[config.mk]
export PLATFORM = sky130hd
export DESIGN_NAME = const_encoder_param
export DESIGN_NICKNAME = d
export VERILOG_FILES = /design/src/rtl/const_encoder_param.sv
export SDC_FILE = /design/constraint.sdc
export NUM_CORES = 1
export LEC_CHECK = 0
export CAP_MARGIN = 10
export CORE_AREA = 2 2 321 228
export DETAILED_ROUTE_END_ITERATION = 8
export DIE_AREA = 0 0 323 230
export PLACE_DENSITY_LB_ADDON = 0.05
export SETUP_SLACK_MARGIN = 0.05
export SYNTH_ARGS = -nofsm -noshare
export SYNTH_HDL_FRONTEND = slang
export SYNTH_SLANG_ARGS = --single-unit
[constraint.sdc]
create_clock -name clk -period 9.5 [get_ports clk]
set_input_delay 1.425 -clock clk [delete_from_list [all_inputs] [get_ports clk]]
set_output_delay 1.425 -clock clk [all_outputs]
set_load 0.05 [all_outputs]
[src/rtl/const_encoder_param.sv]
// DMT constellation encoder: splits a DW-bit word stream into per-bin bit groups from a bit-loading table and maps each group to signed QAM (x,y).
// Latency: point valid 1 cycle after CHECK has enough bits (min 3 cycles/point); holds point until xy_ack_i; input_ready_o drops when the buffer cannot take a word.
// Optional odd loading (b=1,3) enabled by defining CONST_ENC_ODD_B_EN.
module const_encoder_param #(
   parameter int NUM_BINS = 256,
   parameter int MAX_B    = 14,
   parameter int BW       = 4,
   parameter int DW       = 16,
   parameter int XYW      = 9,
   localparam int AW      = $clog2(NUM_BINS)
) (
   input  logic                  clk,
   input  logic                  reset,
   input  logic                  en_i,
   input  logic                  we_conf_i,
   input  logic [AW-1:0]         conf_addr_i,
   input  logic [BW-1:0]         conf_data_i,
   output logic                  input_ready_o,
   input  logic                  we_data_i,
   input  logic [DW-1:0]         data_i,
   output logic                  xy_ready_o,
   input  logic                  xy_ack_i,
   output logic [AW-1:0]         bin_num_o,
   output logic signed [XYW-1:0] x_o,
   output logic signed [XYW-1:0] y_o,
   output logic                  sym_done_o
);

   localparam int BUF_W = DW + MAX_B;
   localparam int CW    = $clog2(BUF_W + 1);
   localparam int VW    = 1 << BW;

   localparam logic [1:0] S_IDLE  = 2'd0;
   localparam logic [1:0] S_FETCH = 2'd1;
   localparam logic [1:0] S_CHECK = 2'd2;
   localparam logic [1:0] S_HOLD  = 2'd3;

   logic [BW-1:0]    tbl [NUM_BINS];
   logic [BW-1:0]    b_q;
   logic [1:0]       state_q, state_d;
   logic [AW-1:0]    bin_cnt_q, bin_cnt_d;
   logic [BUF_W-1:0] buf_q, buf_d, shifted;
   logic [CW-1:0]    cnt_q, cnt_d, cnt_after;
   logic [XYW-1:0]   x_q, x_d, y_q, y_d, map_x, map_y;
   logic             rdy_q, rdy_d, done_q, done_d;
   logic             conf_ok, push, pop, advance;
   logic [VW-1:0]    v;
   logic [BW-1:0]    b_m1, b_m2, nbits;
   logic             x_sgn, y_sgn;

   always_comb begin
      conf_ok = (conf_data_i <= BW'(MAX_B)) && !conf_data_i[0];
`ifdef CONST_ENC_ODD_B_EN
      if (conf_data_i == BW'(1) || conf_data_i == BW'(3)) conf_ok = 1'b1;
`endif
   end

   // Table is deliberately not reset; the read port runs every cycle.
   always_ff @(posedge clk) begin
      if (we_conf_i && !en_i && conf_ok) tbl[conf_addr_i] <= conf_data_i;
      b_q <= tbl[bin_cnt_q];
   end

   assign input_ready_o = (cnt_q <= CW'(BUF_W - DW));
   assign push          = we_data_i && input_ready_o;

   always_comb begin
      v            = '0;
      v[MAX_B-1:0] = buf_q[MAX_B-1:0];
      b_m1         = b_q - BW'(1);
      b_m2         = b_q - BW'(2);
      nbits        = b_q >> 1;
      x_sgn        = v[b_m1];
`ifdef CONST_ENC_ODD_B_EN
      y_sgn        = b_q[0] ? v[b_m1] : v[b_m2];
`else
      y_sgn        = v[b_m2];
`endif
      map_x = '0;
      map_y = '0;
      for (int k = 0; k < XYW; k++) begin
         if (k == 0) begin
            map_x[k] = 1'b1;
            map_y[k] = 1'b1;
         end else if (k <= int'(nbits)) begin
            map_x[k] = v[BW'(2*k-1)];
            map_y[k] = v[BW'(2*k-2)];
         end else begin
            map_x[k] = x_sgn;
            map_y[k] = y_sgn;
         end
      end
   end

   always_comb begin
      state_d   = state_q;
      bin_cnt_d = bin_cnt_q;
      rdy_d     = rdy_q;
      done_d    = 1'b0;
      x_d       = x_q;
      y_d       = y_q;
      pop       = 1'b0;
      advance   = 1'b0;
      case (state_q)
         S_IDLE:  if (en_i) state_d = S_FETCH;
         S_FETCH: state_d = S_CHECK;
         S_CHECK: begin
            if (b_q == '0) begin
               advance = 1'b1;
            end else if (CW'(b_q) <= cnt_q) begin
               pop     = 1'b1;
               x_d     = map_x;
               y_d     = map_y;
               rdy_d   = 1'b1;
               state_d = S_HOLD;
            end
         end
         S_HOLD: begin
            if (xy_ack_i) begin
               rdy_d   = 1'b0;
               advance = 1'b1;
            end
         end
         default: state_d = S_IDLE;
      endcase

      if (advance) begin
         state_d = S_FETCH;
         if (bin_cnt_q == AW'(NUM_BINS - 1)) begin
            bin_cnt_d = '0;
            done_d    = 1'b1;
         end else begin
            bin_cnt_d = bin_cnt_q + AW'(1);
         end
      end

      // Pop uses the old LSBs; a same-cycle word lands right above what remains.
      shifted   = pop ? (buf_q >> b_q) : buf_q;
      cnt_after = cnt_q - (pop ? CW'(b_q) : CW'(0));
      buf_d     = shifted;
      cnt_d     = cnt_after;
      if (push) begin
         buf_d = shifted | (BUF_W'(data_i) << cnt_after);
         cnt_d = cnt_after + CW'(DW);
      end

      if (!en_i) begin
         state_d   = S_IDLE;
         bin_cnt_d = '0;
         buf_d     = '0;
         cnt_d     = '0;
         rdy_d     = 1'b0;
         done_d    = 1'b0;
      end
   end

   always_ff @(posedge clk) begin
      if (reset) begin
         state_q   <= S_IDLE;
         bin_cnt_q <= '0;
         buf_q     <= '0;
         cnt_q     <= '0;
         x_q       <= '0;
         y_q       <= '0;
         rdy_q     <= 1'b0;
         done_q    <= 1'b0;
      end else begin
         state_q   <= state_d;
         bin_cnt_q <= bin_cnt_d;
         buf_q     <= buf_d;
         cnt_q     <= cnt_d;
         x_q       <= x_d;
         y_q       <= y_d;
         rdy_q     <= rdy_d;
         done_q    <= done_d;
      end
   end

   assign xy_ready_o = rdy_q;
   assign bin_num_o  = bin_cnt_q;
   assign x_o        = x_q;
   assign y_o        = y_q;
   assign sym_done_o = done_q;

endmodule

==> run metrics <==
CP max-delay cell dfxtp_2; Critical Path RT between 10 and 15 ns; crit path kind reg -> reg; Final nets between 2,000 and 3,000; drt wl/cell 30.50 um; Final min period 5.655 ns; Synth async-reset ratio 0%; final setup TNS 0 ns; GRT Util Overall 31.69%; Worst EP arrival 6.25 ns; RSZ-0062 raised after global routing no; first-pass GRT wire length about 170,000 um; # hold bufs at CTS 0; CP Max Fanout 39; core area approximately 71,000 sq um; initial antenna violation count 1; filler-free cell count of the finished design about 3,800; Area Growth Syn to Fin 9.702%; gpl congestion between 0.9 and 1; share of cells above drive strength 1 17.03%; CP cell instances inv_1 -> ha_1 -> a41oi_1 -> o21ai_1 -> nand3_1 -> buf_4 -> nor2_1 -> ha_1 -> inv_1 -> fa_1 -> inv_1 -> mux2i_1 -> mux2i_1 -> mux2_2 -> o22ai_1 -> nand2_1 -> a31oi_1; status finished, final reports clean; Worst path max stage delay between 1 and 1.5 ns; Max Fclk about 180 MHz; initial drt markers 3,963; Mapped Cells between 2,000 and 3,000; die area ~74,000 sq um; Lkg Pwr around 15 nW; Fin. Hold Viols 0; register area share after synthesis 69.84%; DP Area 47,010 sq um; # Post-CTS Setup Buffers 0; remaining antenna violation count 0; CTS Buf Count 99; # clock sinks ~1,100; max-cap viol count 0; P per Cell Area approximately 190 nW/um^2; VDD IR-drop max 0.2067 mV; commonest non-fill, non-tap cell in the layout edfxtp_1; GRT overflow 0; Clock Latency Late Sink 0.66 ns; Total Power about 9.5 mW; largest net degree at the start of global routing roughly 120; hold crit path type reg -> reg; vias about 26,000; CTS resizes 0; Avg Cell Area, Syn approximately 17 sq um; Final Cell Area 50,250 sq um; relative slew slack 19.37%; commonest cells after routing, fill and taps aside 1,024 x edfxtp_1, 329 x nor2_1, 228 x mux4_2, 162 x nand2_1, 159 x mux2i_1; Synth Cell Area about 46,000 sq um; YS warnings 0; CTS tree done; I/O Buffers just over 60; clk root buf clkbuf_16; period utilisation layout between 50 and 60%; Setup Skew between 0.02 and 0.03 ns; Final setup viols 0; via/cell ratio a little under 7; Setup crit end kind flip-flop; Post-route DRC 0; Initial Util between 60 and 70%; Worst-path clk slew 0.07 ns; Pre-antenna DRT Iters 6; die height about 230 um; Placed Cells 3,601; H-tree levels 3; I/O pins 63; Netlist cell types between 60 and 70; Synth Net Count about 2,800; # rows 82; clk buf depth 3; cell seen most often among critical-path stages inv_1; FILL cells 4,485; Worst Setup Start Kind flip-flop; Post-Route WL ~120,000 um; Post-synth top flop edfxtp_1; number of global-route vias before repair about 25,000; FF+latch count, synth between 1,000 and 1,500; HPWL after DPL about 70,000 um; fin util between 70% and 80%; Worst Max-Slew Pin Slew roughly 1.2 ns; EDFF count, synth a little over 1,000; DIE WIDTH between 300 and 400 um; Slew Limit Fails 0
==> stage by stage <==
step / hold slack (ns) / worst slack [ns]
6_report: 0.4998 / 3.845
5_1_grt: 0.5302 / 3.405
4_1_cts: 0.5053 / 3.868
3_5_place_dp: 0.4962 / 3.914
3_3_place_gp: 0.4784 / 4.017
2_1_floorplan: 0.4583 / 5.208
==> flip-flops by register name, indices dropped and copies added (netlist names), 2 cells and up <==
signal     cells
state_q        2
buf_q         30
b_q            4
cnt_q          5
x_o            6
y_o            5
bin_num_o      8
tbl         1024
==> path summary, 6_finish.rpt <==
path / startpoint / end / slack (ns) / cells past startpoint
worst max-delay path: b_q[0] / buf_q[27] / 3.84 / 17
worst min-delay path: y_o[2] / y_o[2] / 0.50 / 2
worst max register to register: b_q[0] / buf_q[27] / 3.84 / 17
worst min register to register: y_o[2] / y_o[2] / 0.50 / 2
==> layer usage <==
| layer | GRT usage (%) | wire [um] |
|---|---|---|
| met4 | 8.968 | 3124 |
| met2 | 45.63 | 51330 |
| met3 | 7.363 | 13270 |
| met1 | 49.24 | 47750 |
| met5 | 0 | 0 |
==> critical path, delay by kind of cell (launching register included) <==
family	cells	cell delay (ns)
AO/OA/AOI/OAI	4	0.60
multiplexers	3	0.87
buffers and inverters	4	1.09
AND/OR/NAND/NOR	3	0.42
flip-flops	1	1.05
adder cells (fa/ha/maj)	3	1.54
==> synthesized netlist by cell type (8+ instances only) <==
| master | count | area (sq um) |
|---|---|---|
| mux4_1 | 18 | 473.0 |
| o22ai_1 | 28 | 175.2 |
| mux2_2 | 26 | 292.8 |
| buf_6 | 18 | 202.7 |
| nand2_1 | 174 | 653.1 |
| dfxtp_1 | 62 | 1241 |
| buf_2 | 38 | 190.2 |
| o221ai_1 | 8 | 70.07 |
| nor2b_1 | 16 | 100.1 |
| nand2b_1 | 11 | 68.82 |
| o211ai_1 | 19 | 142.6 |
| clkbuf_1 | 93 | 349.1 |
| buf_1 | 12 | 45.04 |
| ha_1 | 18 | 225.2 |
| a221oi_1 | 22 | 192.7 |
| a22o_1 | 11 | 96.34 |
| nor3_1 | 28 | 140.1 |
| a21oi_1 | 69 | 345.3 |
| a211oi_1 | 22 | 165.2 |
| inv_1 | 15 | 56.30 |
| buf_4 | 22 | 165.2 |
| nand3_1 | 25 | 125.1 |
| nor2_1 | 330 | 1239 |
| o21ai_0 | 52 | 260.3 |
| xnor2_1 | 10 | 87.58 |
| mux4_2 | 228 | 5135 |
| edfxtp_1 | 1024 | 30750 |
| a22oi_1 | 26 | 195.2 |
| mux2i_1 | 159 | 1592 |
| a31oi_1 | 34 | 212.7 |
==> kinds of logic after synthesis <==
family                     Yosys count  synth area share, %
AOI/OAI and AO/OA                  330                4.780
xor gates and xnor gates            16               0.3059
adders and majority gates           19               0.5354
buffers and inverters              206                2.401
DFF                               1086                69.84
muxes                              431                16.36
and+or+nand+nor                    631                5.783
==> area by class of cell <==
class                           instances  area, sq um  area share [%]
Clock buffer                          118         2633           5.239
Tap cell                              966         1209           2.405
Sequential cell                      1086        32010           63.70
Antenna cell                            1        2.502        0.004980
Timing Repair Buffer                  105        964.7           1.920
Clock inverter                         65        591.8           1.178
Inverter                               18        67.56          0.1345
Multi-Input combinational cell       1427        12770           25.42
==> power by group <==
part	total [mW]	internal [mW]	switching [mW]
clock network	3.99	2.23	1.75
logic	0.239	0.0647	0.174
registers	5.25	5.24	0.0126
No activity file was read; power rests on OpenSTA's default activity.
